## src/rtl/bp_update_arbiter.sv

```systemverilog
// rtl/bp_update_arbiter.sv - merges two branch-unit training streams into one predictor update port
// Small FIFO with priority-rotating dual enqueue, one issue per cycle, wrapping perf counters.
module bp_update_arbiter #(
  parameter int DEPTH = 4,
  parameter int CNT_W = 32
) (
  input  logic             clk,
  input  logic             rst,
  input  logic             flush,
  input  logic             a_valid,
  output logic             a_ready,
  input  logic [16:0]      a_addr,
  input  logic             a_take,
  input  logic             a_miss,
  input  logic             b_valid,
  output logic             b_ready,
  input  logic [16:0]      b_addr,
  input  logic             b_take,
  input  logic             b_miss,
  output logic             rec_en,
  output logic [16:0]      rec_addr,
  output logic             rec_take,
  output logic [CNT_W-1:0] branch_cnt,
  output logic [CNT_W-1:0] miss_cnt
);

  localparam int PW = $clog2(DEPTH);
  localparam int CW = $clog2(DEPTH + 1);
  localparam logic [CW-1:0] ONE_FREE = CW'(DEPTH - 1);

  logic [18:0]   mem [DEPTH];
  logic [PW-1:0] wr_ptr;
  logic [PW-1:0] rd_ptr;
  logic [CW-1:0] count;
  logic          prio;
  logic          rec_miss;

  logic          a_hs;
  logic          b_hs;
  logic          pop;
  logic [1:0]    n_push;
  logic [18:0]   a_ent;
  logic [18:0]   b_ent;
  logic [18:0]   first_ent;
  logic [18:0]   second_ent;

  // Ready looks only at registered state so it never sees a same-cycle pop.
  always_comb begin
    a_ready = (count < ONE_FREE) || ((count == ONE_FREE) && !prio);
    b_ready = (count < ONE_FREE) || ((count == ONE_FREE) && prio);
  end

  always_comb begin
    a_hs       = a_valid && a_ready && !flush;
    b_hs       = b_valid && b_ready && !flush;
    pop        = (count != '0) && !flush;
    n_push     = {1'b0, a_hs} + {1'b0, b_hs};
    a_ent      = {a_addr, a_take, a_miss};
    b_ent      = {b_addr, b_take, b_miss};
    first_ent  = (b_hs && (!a_hs || prio)) ? b_ent : a_ent;
    second_ent = prio ? a_ent : b_ent;
  end

  // Storage is deliberately left unreset; only pointers and count are.
  always_ff @(posedge clk) begin
    if (a_hs || b_hs) begin
      mem[wr_ptr] <= first_ent;
    end
    if (a_hs && b_hs) begin
      mem[wr_ptr + PW'(1)] <= second_ent;
    end
  end

  always_ff @(posedge clk) begin
    if (rst) begin
      count    <= '0;
      wr_ptr   <= '0;
      rd_ptr   <= '0;
      prio     <= 1'b0;
      rec_en   <= 1'b0;
      rec_addr <= '0;
      rec_take <= 1'b0;
      rec_miss <= 1'b0;
    end else begin
      if (flush) begin
        count  <= '0;
        wr_ptr <= '0;
        rd_ptr <= '0;
        rec_en <= 1'b0;
      end else begin
        count  <= count + CW'(n_push) - CW'(pop);
        wr_ptr <= wr_ptr + PW'(n_push);
        rd_ptr <= rd_ptr + PW'(pop);
        rec_en <= pop;
        if (pop) begin
          {rec_addr, rec_take, rec_miss} <= mem[rd_ptr];
        end
      end
      if (a_hs && b_hs) begin
        prio <= !prio;
      end else if (a_hs) begin
        prio <= 1'b1;
      end else if (b_hs) begin
        prio <= 1'b0;
      end
    end
  end

  // Counters see the strobe as registered, so a record already out during flush still counts.
  always_ff @(posedge clk) begin
    if (rst) begin
      branch_cnt <= '0;
      miss_cnt   <= '0;
    end else begin
      if (rec_en) begin
        branch_cnt <= branch_cnt + CNT_W'(1);
      end
      if (rec_en && rec_miss) begin
        miss_cnt <= miss_cnt + CNT_W'(1);
      end
    end
  end

endmodule
```

## config.mk

```make
export PLATFORM = sky130hd
export DESIGN_NAME = bp_update_arbiter
export DESIGN_NICKNAME = d
export VERILOG_FILES = /design/src/rtl/bp_update_arbiter.sv
export SDC_FILE = /design/constraint.sdc
export NUM_CORES = 1
export LEC_CHECK = 0
export BUFFER_PORTS_ARGS = -buffer_cell sky130_fd_sc_hd__buf_2
export CORE_ASPECT_RATIO = 1.5
export CORE_MARGIN = 2
export CORE_UTILIZATION = 24
export CTS_CLUSTER_SIZE = 14
export DETAILED_ROUTE_END_ITERATION = 7
export GPL_TIMING_DRIVEN = 0
export PLACE_DENSITY = 0.44
export SLEW_MARGIN = 25
export SYNTH_ARGS = -nofsm -noshare
export SYNTH_HDL_FRONTEND = slang
export SYNTH_SLANG_ARGS = --single-unit
```

## constraint.sdc

```tcl
create_clock -name clk -period 6.3 [get_ports clk]
set_clock_uncertainty 0.15 [all_clocks]
set_input_delay 1.26 -clock clk [delete_from_list [all_inputs] [get_ports clk]]
set_output_delay 1.26 -clock clk [all_outputs]
set_load 0.005 [all_outputs]
```

# Yosys cells after proc, flatten, opt, wreduce, memory -nomap -nowiden
# Memory sizes are Yosys's and may differ from the RTL's. A register that Yosys moved wholly into a read port is not among the register bits.
# Index checks and enable logic that the tools add are counted.
dict set report totals {
  regBits 73
  ram_bits 76
  in_bits 43
  elab_cells 49
  mem_count 1
}
dict set report op_classes {
  add_sub_neg 8
  order_cmp 1
  eq_ne 1
  n_mux 9
  bitwise 1
  n_reduce_logical 21
}
# name depth word_bits read_ports rd_clocked_by_memory_dff write_ports line_no
set mem_list {}
lappend mem_list {mem 4 19 1 1 2 31} ;# logic [18:0] mem [DEPTH];
# cell n
set op_table {}
lappend op_table {{adder 32 x 1 -> 32 bit, second input constant} 2}
lappend op_table {{two-way mux 19 bit} 2}
lappend op_table {{logical AND 1 bit} 10}
lappend op_table {{two-way mux 1 bit} 7}
lappend op_table {{nonzero test 3 bit} 2}
lappend op_table {{logical OR 1 bit} 4}
lappend op_table {{adder 3 x 2 -> 3 bit} 1}
lappend op_table {{== test 3 x 2 -> 1 bit, second input constant} 1}
lappend op_table {{logical NOT 1 bit} 3}
lappend op_table {{< comparator 3 x 2 -> 1 bit, second input constant} 1}
lappend op_table {{subtractor 3 x 1 -> 3 bit} 1}
lappend op_table {{adder 1 x 1 -> 2 bit} 1}
lappend op_table {{adder 2 x 1 -> 2 bit} 1}
lappend op_table {{adder 2 x 1 -> 2 bit, second input constant} 1}
lappend op_table {{adder 2 bit} 1}
lappend op_table {{AND reduction 2 bit} 1}
lappend op_table {{OR reduction 2 bit} 1}
lappend op_table {{NOT 1 bit} 1}

# Depth between registers and ports, before layout
dict set report logic_depth {
  depth_word 9
  depth_mapped 12
}

# Worst setup path after synthesis
# Ideal clock, no wire load.
dict set report synth_timing {
  path_type {input -> register}
  start {input port flush}
  end {memory mem[1][0], enable pin}
  setup_time_ns 0.425
  arrival_time_ns 3.680
  required_ns 5.725
  slack_ns 2.045
  cell_stages 6
  cell_sequence {nand2b_1 > or3_2 > inv_1 > ha_1 > nor2_1 > a211oi_1}
}
# element line_no
set synth_rtl {}
lappend synth_rtl {{start, declared} 9} ;# input logic flush,
lappend synth_rtl {{end, declared} 31}

==> impl_metrics.yaml <==
clock_network:
  holdBufCountCts: 0
  cts-buffers-inserted: 17
  clk-insertion-delay-late_ns: 0.46
  max-clock-path-buffers: 2
  clock-root-buffer: "clkbuf_16"
  cts_post_setup_buffers_inserted: 0
  htree_levels: 4
  cts_resized: 0
  clkSinkCount: 168
  cts_tree: "done"
  clkTransAtPathRegs_ns: 0.07
grt:
  antenna_found_initial: 1
  grt_pass1_wl_mm: 34.1
  largest_net_degree_at_the_start_of_global_routing: 20
  grt_remaining_overflow: 0
  grt_pass1_vias: 5961
  global_route.usage.total: 0.127
die:
  chipWidth_um: 154
  dieArea_um2: 35300
  floorplan.core_area_um2: 33300
  die_y_um: 229
  floorplan.io_pins: 128
  rows: 82
  effective_utilization_at_floorplan: 0.243
logic_synthesis:
  synth.distinct_cells: 41
  syn_nets: 737
  synth_top_area_share: 0.281
  synth-edff-count: 76
  post_synth_inst_count: 683
  synthDominantAreaCellType: "edfxtp_1"
  yosys_register_bits: 168
  ys.warnings.count: 0
  proportion_of_synthesized_chip_area_in_sequential_cells: 0.508
  postSynth.asyncResetShare: 0
  yosys_most_used_dff: "dfxtp_1"
  synthesized_area_per_cell_um2: 11.9
  synth_area_um2: 8110
  synth_top_cells_by_area: "edfxtp_1, dfxtp_1, mux2_4, mux4_2, mux2_2"
timing:
  hold_ws_ns: 0.302
  timing_hold_violations_final: 0
  worst_slew_margin_rel: 0.492
  fin_crit_ns: 3.99
  totalNegativeSetupSlack_ns: 0
  worst_pin_slew_ns: 0.762
  rsz_0062_raised_after_global_routing: "no"
  final.period_utilization: 0.633
  setup_viol: 0
  max_freq_mhz: 251
  slew_viol_final: 0
critical_path:
  reg2reg_from: "prio"
  critical_path.reg2reg.endpoint: "mem[3][9]"
  crit_type: "input port to flop"
  regToRegSetupSlack_ns: 2.73
  r2r.worst_path.cells: 10
  crit_path_max_fanout: 10
  worstPathArrival_ns: 4.04
  required_arrival_time_at_the_worst_endpoint_ns: 6.36
  crit_path_end_kind: "flop"
  start_kind: "input port"
placed_design:
  port-buffer-count: 126
  gpl.final_weighted_congestion: 0.704
  numPlacedInstances: 1234
  place.detailed.hpwl_mm: 15.4
worst_hold_path:
  worst_hold_path.num_cells: 2
  hold_end: "rec_addr[9]"
  worst_hold_startpoint: "rec_addr[9]"
  classification_of_the_worst_slack_hold_path: "flop to flop"
drt:
  post_route_ant_nets: 0
  drt_first_iter_violations: 229
  wirelength_mm: 21.8
  detail_route.first_pass.iterations: 4
  wl_per_cell_um: 17.2
  drc: 0
  routed-via-count: 5903
  post_drt_via_cell_ratio: 4.66
pwr:
  net-switching-power_w: 0.000682
  powerDensity_nw_per_um2: 260
  pwr-share-comb: 0.117
  pwr-share-seq: 0.470
  power_leakage_nw: 3.56
  swShare: 0.264
  clkPwrFrac: 0.413
  ir_drop_v: 0.000107
  cellInternalPower_w: 0.00190
run:
  drv_cap: 0
final_layout:
  final_layout_size_suffix_gt1_frac: 0.333
  fin_cells: 1267
  num-nets-final: 887
  areaGrowthSynthToFinish_pct: 22.7
status:
  outcome: "completed"
## metal layers
metal	track usage	routed length [µm]	up-vias
met1	0.139	9000	2887
met4	0.0570	432	0
li1	-	-	2871
met2	0.234	11700	121
met3	0.0261	712	24
met5	0	0	-
## cells in the mapped netlist, types with 2 or more instances
master / number
buf_2: 5
mux2_2: 36
mux2i_4: 4
or2_2: 3
edfxtp_1: 76
xnor2_1: 12
nor3_1: 8
dfxtp_1: 92
or4_1: 32
and3_1: 7
nor4_1: 3
nand2_1: 57
nand4_1: 19
ha_1: 10
a21oi_1: 63
or3_1: 15
and2_1: 5
o31ai_1: 30
nor2_1: 26
inv_1: 21
xor2_1: 14
o21ai_0: 12
mux4_2: 19
clkbuf_1: 29
and4_1: 7
nand3_1: 20
a211oi_1: 2
buf_12: 4
mux2_4: 40
## flip-flops by register name, summed over array words and instances, names as in the netlist
register and flops:
branch_cnt 32, count 3, mem 76, miss_cnt 32, prio 1, rd_ptr 2, rec_addr 17, rec_en 1
rec_miss 1, rec_take 1, wr_ptr 2
## layout make-up
cell class | instances | area, µm²
Buffer | 40 | 229
Clock buffer | 17 | 425
Clock inverter | 15 | 158
Inverter | 21 | 78.8
Multi-Input combinational cell | 454 | 3720
Sequential cell | 168 | 4120
Tap cell | 420 | 526
Fill cell | 3461 | 23400
Antenna cell | 1 | 2.50
Timing Repair Buffer | 131 | 687
## layout by cell type (no fill, tap or decap), types with 7 or more instances in the layout
cell / instances
mux4_2: 19
nor2_1: 26
o31ai_1: 29
nand2_1: 57
nand3_1: 20
ha_1: 10
o21ai_0: 12
a21oi_1: 63
edfxtp_1: 76
or4_1: 32
clkbuf_16: 17
mux2_4: 40
xor2_1: 14
dfxtp_1: 92
buf_2: 131
xnor2_1: 12
inv_1: 21
nor3_1: 8
and3_1: 7
nand4_1: 19
or3_1: 15
and4_1: 7
clkbuf_1: 29
mux2_2: 36
## worst max-delay path: stages
cell	delay, ns
buf_2	0.15
nand2b_1	0.19
or3_2	0.46
inv_1	0.08
ha_1	0.21
inv_1	0.14
or3_1	0.44
mux2i_4	0.53
buf_12	0.24
mux2_4	0.31
## logic make-up (layout without fill, tap and decap cells)
kind of cell,count (synthesis),after routing,share of synthesized area
compound gates,110,110,0.0802
xor+xnor,26,26,0.0281
fa+ha+maj,11,11,0.0179
buf+inv,61,224,0.0380
flops,168,168,0.508
mux,100,100,0.189
other cells,0,1,0
simple gates,207,207,0.138
## through the flow
stage	setup WS, ns	utilization	total power, W	instance area (µm²)
2_1_floorplan	2.04	-	0.00143	8110
3_3_place_gp	0.0618	0.278	0.00154	9270
3_5_place_dp	1.80	0.281	0.00155	9360
4_1_cts	2.28	0.298	0.00263	9950
5_1_grt	2.14	0.298	0.00268	9950
6_report	2.31	0.298	0.00258	9950
## worst max-delay path by stage
stage | endpoint | startpoint | slack [ns]
2_1_floorplan | mem[1][0] | flush | 2.04
4_1_cts | mem[1][14] | flush | 2.28
3_3_place_gp | mem[3][10] | flush | 0.06
6_report | mem[3][9] | flush | 2.31
3_5_place_dp | mem[1][9] | flush | 1.80
5_1_grt | mem[1][16] | flush | 2.14
## power groups by stage
stage               clock (W)  sequential, W  combinational [W]
floorplan                   0        0.00124           0.000196
global placement            0        0.00124           0.000297
detailed placement          0        0.00124           0.000311
CTS                   0.00110        0.00122           0.000312
global route          0.00113        0.00122           0.000333
finish                0.00107        0.00121           0.000302
(Power assumes the default switching activity.)
